`src/rtl/uart_rx_if.sv`:
```
// Byte-side and line-side signals of the UART receiver.
// The master modport is the receiver; the slave modport is the line driver and byte consumer.
interface uart_rx_if #(
  parameter int DATA_BITS = 8
);
  logic                 rx;
  logic [DATA_BITS-1:0] rx_data;
  logic                 rx_valid;
  logic                 rx_ready;
  logic                 frame_err;
  logic                 overrun;
  logic                 busy;

  modport master (
    input  rx,
    input  rx_ready,
    output rx_data,
    output rx_valid,
    output frame_err,
    output overrun,
    output busy
  );

  modport slave (
    output rx,
    output rx_ready,
    input  rx_data,
    input  rx_valid,
    input  frame_err,
    input  overrun,
    input  busy
  );
endinterface

```
`src/rtl/uart_rx.sv`:
```
// 8N1-style UART receiver: synchronizes rx, samples each bit mid-cell and
// hands completed bytes to a valid/ready consumer with frame-error and overrun pulses.
module uart_rx #(
  parameter int CLKS_PER_BIT = 16,
  parameter int DATA_BITS    = 8
) (
  input  logic     clk,
  input  logic     rst,
  uart_rx_if.master bus
);

  localparam int CNT_W = (CLKS_PER_BIT > 1) ? $clog2(CLKS_PER_BIT) : 1;
  localparam int BIT_W = (DATA_BITS > 1) ? $clog2(DATA_BITS) : 1;

  localparam logic [CNT_W-1:0] CNT_HALF = CNT_W'(CLKS_PER_BIT / 2 - 1);
  localparam logic [CNT_W-1:0] CNT_LAST = CNT_W'(CLKS_PER_BIT - 1);
  localparam logic [BIT_W-1:0] BIT_LAST = BIT_W'(DATA_BITS - 1);

  typedef enum logic [2:0] {
    IDLE,
    START,
    DATA,
    STOP,
    WAIT_IDLE
  } state_t;

  state_t               state;
  state_t               state_next;

  logic                 rx_sync_p0;
  logic                 rx_sync_p1;
  logic                 rx_s;

  logic [CNT_W-1:0]     cnt;
  logic [BIT_W-1:0]     bit_idx;
  logic [DATA_BITS-1:0] shreg;

  logic                 cnt_clr;
  logic                 bit_tick;
  logic                 stop_tick;
  logic                 busy;

  logic [DATA_BITS-1:0] data_p0;
  logic                 vld_p0;
  logic                 frame_err_p0;
  logic                 overrun_p0;

  logic                 stop_good;
  logic                 stop_bad;
  logic                 accept;

  // Synchronizer stage: both flops reset high so reset release never looks like a start bit.
  always_ff @(posedge clk) begin
    if (rst) begin
      rx_sync_p0 <= 1'b1;
      rx_sync_p1 <= 1'b1;
    end else begin
      rx_sync_p0 <= bus.rx;
      rx_sync_p1 <= rx_sync_p0;
    end
  end

  assign rx_s = rx_sync_p1;

  always_ff @(posedge clk) begin
    if (rst) begin
      state <= IDLE;
    end else begin
      state <= state_next;
    end
  end

  always_comb begin
    state_next = state;
    case (state)
      IDLE: begin
        if (!rx_s) state_next = START;
      end
      START: begin
        if (cnt == CNT_HALF) state_next = rx_s ? IDLE : DATA;
      end
      DATA: begin
        if ((cnt == CNT_LAST) && (bit_idx == BIT_LAST)) state_next = STOP;
      end
      STOP: begin
        if (cnt == CNT_LAST) state_next = rx_s ? IDLE : WAIT_IDLE;
      end
      WAIT_IDLE: begin
        if (rx_s) state_next = IDLE;
      end
      default: state_next = IDLE;
    endcase
  end

  // The counter restarts on every state change and on every data-bit sample.
  always_comb begin
    busy      = (state != IDLE);
    bit_tick  = (state == DATA) && (cnt == CNT_LAST);
    stop_tick = (state == STOP) && (cnt == CNT_LAST);
    cnt_clr   = (state == IDLE) || (state_next != state) || bit_tick;
  end

  always_ff @(posedge clk) begin
    if (rst) begin
      cnt <= '0;
    end else if (cnt_clr) begin
      cnt <= '0;
    end else begin
      cnt <= cnt + CNT_W'(1);
    end
  end

  always_ff @(posedge clk) begin
    if (rst) begin
      bit_idx <= '0;
    end else if (state != DATA) begin
      bit_idx <= '0;
    end else if (bit_tick) begin
      bit_idx <= bit_idx + BIT_W'(1);
    end
  end

  // LSB arrives first, so bits enter at the top and walk down to bit 0.
  always_ff @(posedge clk) begin
    if (bit_tick) begin
      shreg <= {rx_s, shreg[DATA_BITS-1:1]};
    end
  end

  assign stop_good = stop_tick && rx_s;
  assign stop_bad  = stop_tick && !rx_s;
  assign accept    = !vld_p0 || bus.rx_ready;

  // Delivery stage: result registers update the cycle after the stop sample.
  always_ff @(posedge clk) begin
    if (rst) begin
      data_p0      <= '0;
      vld_p0       <= 1'b0;
      frame_err_p0 <= 1'b0;
      overrun_p0   <= 1'b0;
    end else begin
      frame_err_p0 <= stop_bad;
      overrun_p0   <= stop_good && !accept;
      if (stop_good && accept) begin
        data_p0 <= shreg;
        vld_p0  <= 1'b1;
      end else if (vld_p0 && bus.rx_ready) begin
        vld_p0 <= 1'b0;
      end
    end
  end

  assign bus.rx_data   = data_p0;
  assign bus.rx_valid  = vld_p0;
  assign bus.frame_err = frame_err_p0;
  assign bus.overrun   = overrun_p0;
  assign bus.busy      = busy;

endmodule

```
`src/flat_wrapper.sv`:
```
// flat-port wrapper written by rule: the top's interface ports become plain ports
module uart_rx_flat 
#(
  parameter int CLKS_PER_BIT = 16,
  parameter int DATA_BITS    = 8
)
  (clk, rst, bus_rx, bus_rx_ready, bus_rx_data, bus_rx_valid, bus_frame_err, bus_overrun, bus_busy);
  uart_rx_if #(.DATA_BITS(DATA_BITS)) bus_i ();
  input  logic clk;
  input  logic rst;
  input wire logic [$bits(bus_i.rx)-1:0] bus_rx;
  input wire logic [$bits(bus_i.rx_ready)-1:0] bus_rx_ready;
  output wire logic [$bits(bus_i.rx_data)-1:0] bus_rx_data;
  output wire logic [$bits(bus_i.rx_valid)-1:0] bus_rx_valid;
  output wire logic [$bits(bus_i.frame_err)-1:0] bus_frame_err;
  output wire logic [$bits(bus_i.overrun)-1:0] bus_overrun;
  output wire logic [$bits(bus_i.busy)-1:0] bus_busy;
  assign bus_i.rx = bus_rx;
  assign bus_i.rx_ready = bus_rx_ready;
  assign bus_rx_data = bus_i.rx_data;
  assign bus_rx_valid = bus_i.rx_valid;
  assign bus_frame_err = bus_i.frame_err;
  assign bus_overrun = bus_i.overrun;
  assign bus_busy = bus_i.busy;
  uart_rx #(.CLKS_PER_BIT(CLKS_PER_BIT), .DATA_BITS(DATA_BITS)) u_core (.clk(clk), .rst(rst), .bus(bus_i));
endmodule
```
`config.mk`:
```
export PLATFORM = sky130hd
export DESIGN_NAME = uart_rx_flat
export DESIGN_NICKNAME = d
export VERILOG_FILES = /design/src/rtl/uart_rx_if.sv /design/src/rtl/uart_rx.sv /design/src/flat_wrapper.sv
export SDC_FILE = /design/constraint.sdc
export NUM_CORES = 1
export LEC_CHECK = 0
export BUFFER_PORTS_ARGS = -buffer_cell sky130_fd_sc_hd__buf_2
export CAP_MARGIN = 20
export CORE_UTILIZATION = 59
export CTS_CLUSTER_DIAMETER = 100
export DETAILED_ROUTE_END_ITERATION = 16
export GPL_ROUTABILITY_DRIVEN = 0
export PLACE_DENSITY = 0.81
export RECOVER_POWER = 50
export SYNTH_ARGS = -nofsm -noshare
export SYNTH_HDL_FRONTEND = slang
export SYNTH_SLANG_ARGS = --single-unit
export TNS_END_PERCENT = 1
```
`constraint.sdc`:
```
create_clock -name clk -period 4.5 [get_ports clk]
set_input_delay 0.225 -clock clk [delete_from_list [all_inputs] [get_ports clk]]
set_output_delay 0.225 -clock clk [all_outputs]
set_load 0.1 [all_outputs]
```
==> flow_summary.toml <==
[die]
rows = 16
die_h_um = 48.9
initial_utilization = 0.642
io_pins = 16
coreArea_sq_um = 2020
dieWidth_um = 48.9
dieArea_sq_um = 2390

[setup_path]
rr_worst_depth = 4
rr_endpoint = "u_core.shreg[7]$_DFFE_PP_"
rrSetupSlack_ns = 2.51
critPathLaunchType = "flop"
cp.arrival_ns = 1.94
cp_max_fo = 8
crit_type = "flop to flop"
worst_ep_required_time_ns = 4.45
end_kind = "flop"
r2r_start = "u_core.cnt[0]$_SDFF_PP0_"

[clock_network]
insertion_delay_ns = 0.31
cts_resized = 0
htreeDepth = 2
cts_tree = "built"
path_clk_slew_ns = 0.09
cts_buffers = 5
postCtsSetupBuffers = 0
clockBufferDepth = 2
hold_buffers = 0
root_buffer = "clkbuf_4"
cts.sinks = 31

[placed_design]
post-dp-hpwl_um = 1370
portBuffers = 15

[synth]
ys_async_sr_fraction = 0
synth.top_cell.area_share = 0.355
synth_seq_cells = 31
ys_warn_count = 0
ys_top_cells_by_area = "dfxtp_1 35%, edfxtp_1 18%, mux2i_1 7.7%"
synth_area_sq_um = 1300
synth_edf_count = 8
syn_area_per_cell_sq_um = 11.3
ys_seq_area_frac = 0.539
synth.distinct_cells = 36
synth_top_flop_cell = "dfxtp_1"
synth.largest_area_cell = "dfxtp_1"
syn_inst = 115
syn-num-nets = 122

[sta]
maxSlewHeadroom = 0.224
finalSetupViolCount = 0
fin_crit_ns = 1.99
final-hold-violation-count = 0
fmax_mhz = 502
fin_crit_sh = 0.443
rsz0062_at_grt = "false"
drv_slew = 0
tightest_slew_ns = 1.17
finalSetupTns_ns = 0
skew_ns = 0.00623

[drt]
vias_per_cell = 5.28
vias = 840
ant_nets = 0
routedWlPerCell_um = 12.2
wirelength_um = 1940
drc = 0
dr.pass1.iters = 4
first_iter_violations = 12

[min_path]
hold_depth = 2
min_to = "u_core.rx_sync_p0$_SDFF_PP1_"
hold_path.class = "input pin to flop"
min_from = "bus_rx"

[pwr]
p_leak_nw = 0.493
vdd_drop_max_uv = 204
p_per_area_nw_per_um2 = 337

[global_routing]
grt_max_degree = 28
antenna_found_initial = 0
grt.total_usage = 0.199
gr-total-overflow = 0
grt_pass1_vias = 808
grt_pass1_wl_um = 3530

[outcome]
status = "finished clean"

[layout]
utilization = 0.703
layout_commonest_cell = "dfxtp_1"
nNetsFinal = 138
insertedDiodeCount = 0
syn2layout_area_growth_pct = 9.44
fill_cells = 158
final_cell_mix = "23 x dfxtp_1, 14 x nand2b_1, 13 x clkbuf_1, 10 x mux2i_1"
layout-drive-gt1-share = 0.144

[run]
drv_cap = 0
cell families after synthesis:
| kind of cell | after synthesis | synth area share |
|---|---|---|
| flip-flops | 31 | 0.539 |
| XOR/XNOR | 4 | 0.0270 |
| AND/OR/NAND/NOR | 51 | 0.245 |
| adder cells (fa/ha/maj) | 3 | 0.0289 |
| AO/OA/AOI/OAI | 9 | 0.0511 |
| buffers and inverters | 7 | 0.0318 |
| multiplexers | 10 | 0.0771 |
power by group:
part	internal (W)	leakage, nW	switching, W
sequential	0.000286	0.258	0.00000231
clock	0.0000918	0.0386	0.0000827
combinational	0.00000678	0.197	0.00000926
total	0.000384	0.493	0.0000942
critical path, stage by stage, from the launching register on:
cell	delay (ns)
dfxtp_1	0.36
ha_1	0.24
and3_1	0.36
nand2_2	0.13
nor2_1	0.54
metal layers:
layer	vias up	global-route usage	share of wire
met4	0	0.0784	0.0036
met3	2	0.0748	0.042
met5	-	0	0
met2	16	0.303	0.48
met1	388	0.256	0.48
li1	434	-	-
worst max-delay path by stage:
stage                                        start                                  to  depth (start not counted)
after floorplan           u_core.cnt[0]$_SDFF_PP0_           u_core.shreg[0]$_DFFE_PP_                          5
after global placement    u_core.cnt[0]$_SDFF_PP0_  u_core.bus.rx_data[4]$_SDFFE_PP0P_                          4
after detailed placement  u_core.cnt[0]$_SDFF_PP0_           u_core.shreg[5]$_DFFE_PP_                          4
after CTS                 u_core.cnt[0]$_SDFF_PP0_           u_core.shreg[2]$_DFFE_PP_                          4
after global routing      u_core.cnt[0]$_SDFF_PP0_           u_core.shreg[1]$_DFFE_PP_                          4
final                     u_core.cnt[0]$_SDFF_PP0_           u_core.shreg[7]$_DFFE_PP_                          4
flip-flops by register name, indices dropped and copies added (netlist names):
signal	cells
u_core.bus.rx_data	8
u_core.shreg	8
u_core.cnt	4
u_core.bit_idx	3
u_core.state	3
u_core.bus.frame_err	1
u_core.bus.overrun	1
u_core.bus.rx_valid	1
u_core.rx_s	1
u_core.rx_sync_p0	1
layout make-up:
cell class	count	area, sq um	share of cell area
Timing Repair Buffer	16	67.6	0.0475
Sequential cell	31	701	0.493
Clock buffer	8	68.8	0.0484
Multi-Input combinational cell	77	551	0.387
Tap cell	27	33.8	0.0238
stage by stage:
stage | total power (W) | hold slack, ns | std cells | area (sq um) | setup WS [ns]
floorplan | 0.000308 | 0.329 | 115 | 1300 | 2.80
global placement | 0.000310 | 0.400 | 150 | 1370 | 2.42
detailed placement | 0.000311 | 0.398 | 151 | 1370 | 2.48
CTS | 0.000486 | 0.0787 | 159 | 1440 | 2.47
global route | 0.000500 | 0.0683 | 159 | 1420 | 2.29
finish | 0.000478 | 0.0916 | 159 | 1420 | 2.51
cell usage after synthesis, drive strengths merged, types with 2 or more instances:
cell / instances
clkbuf: 2
or2: 2
edfxtp: 8
nor4b: 2
dfxtp: 23
mux2i: 10
nand2: 4
xnor2: 2
or3: 2
a21oi: 2
xor2: 2
nor2: 8
nand2b: 17
ha: 3
nor2b: 2
buf: 5
nor3b: 2
nor3: 5
Note: power is estimated with default switching activity, not from simulation.
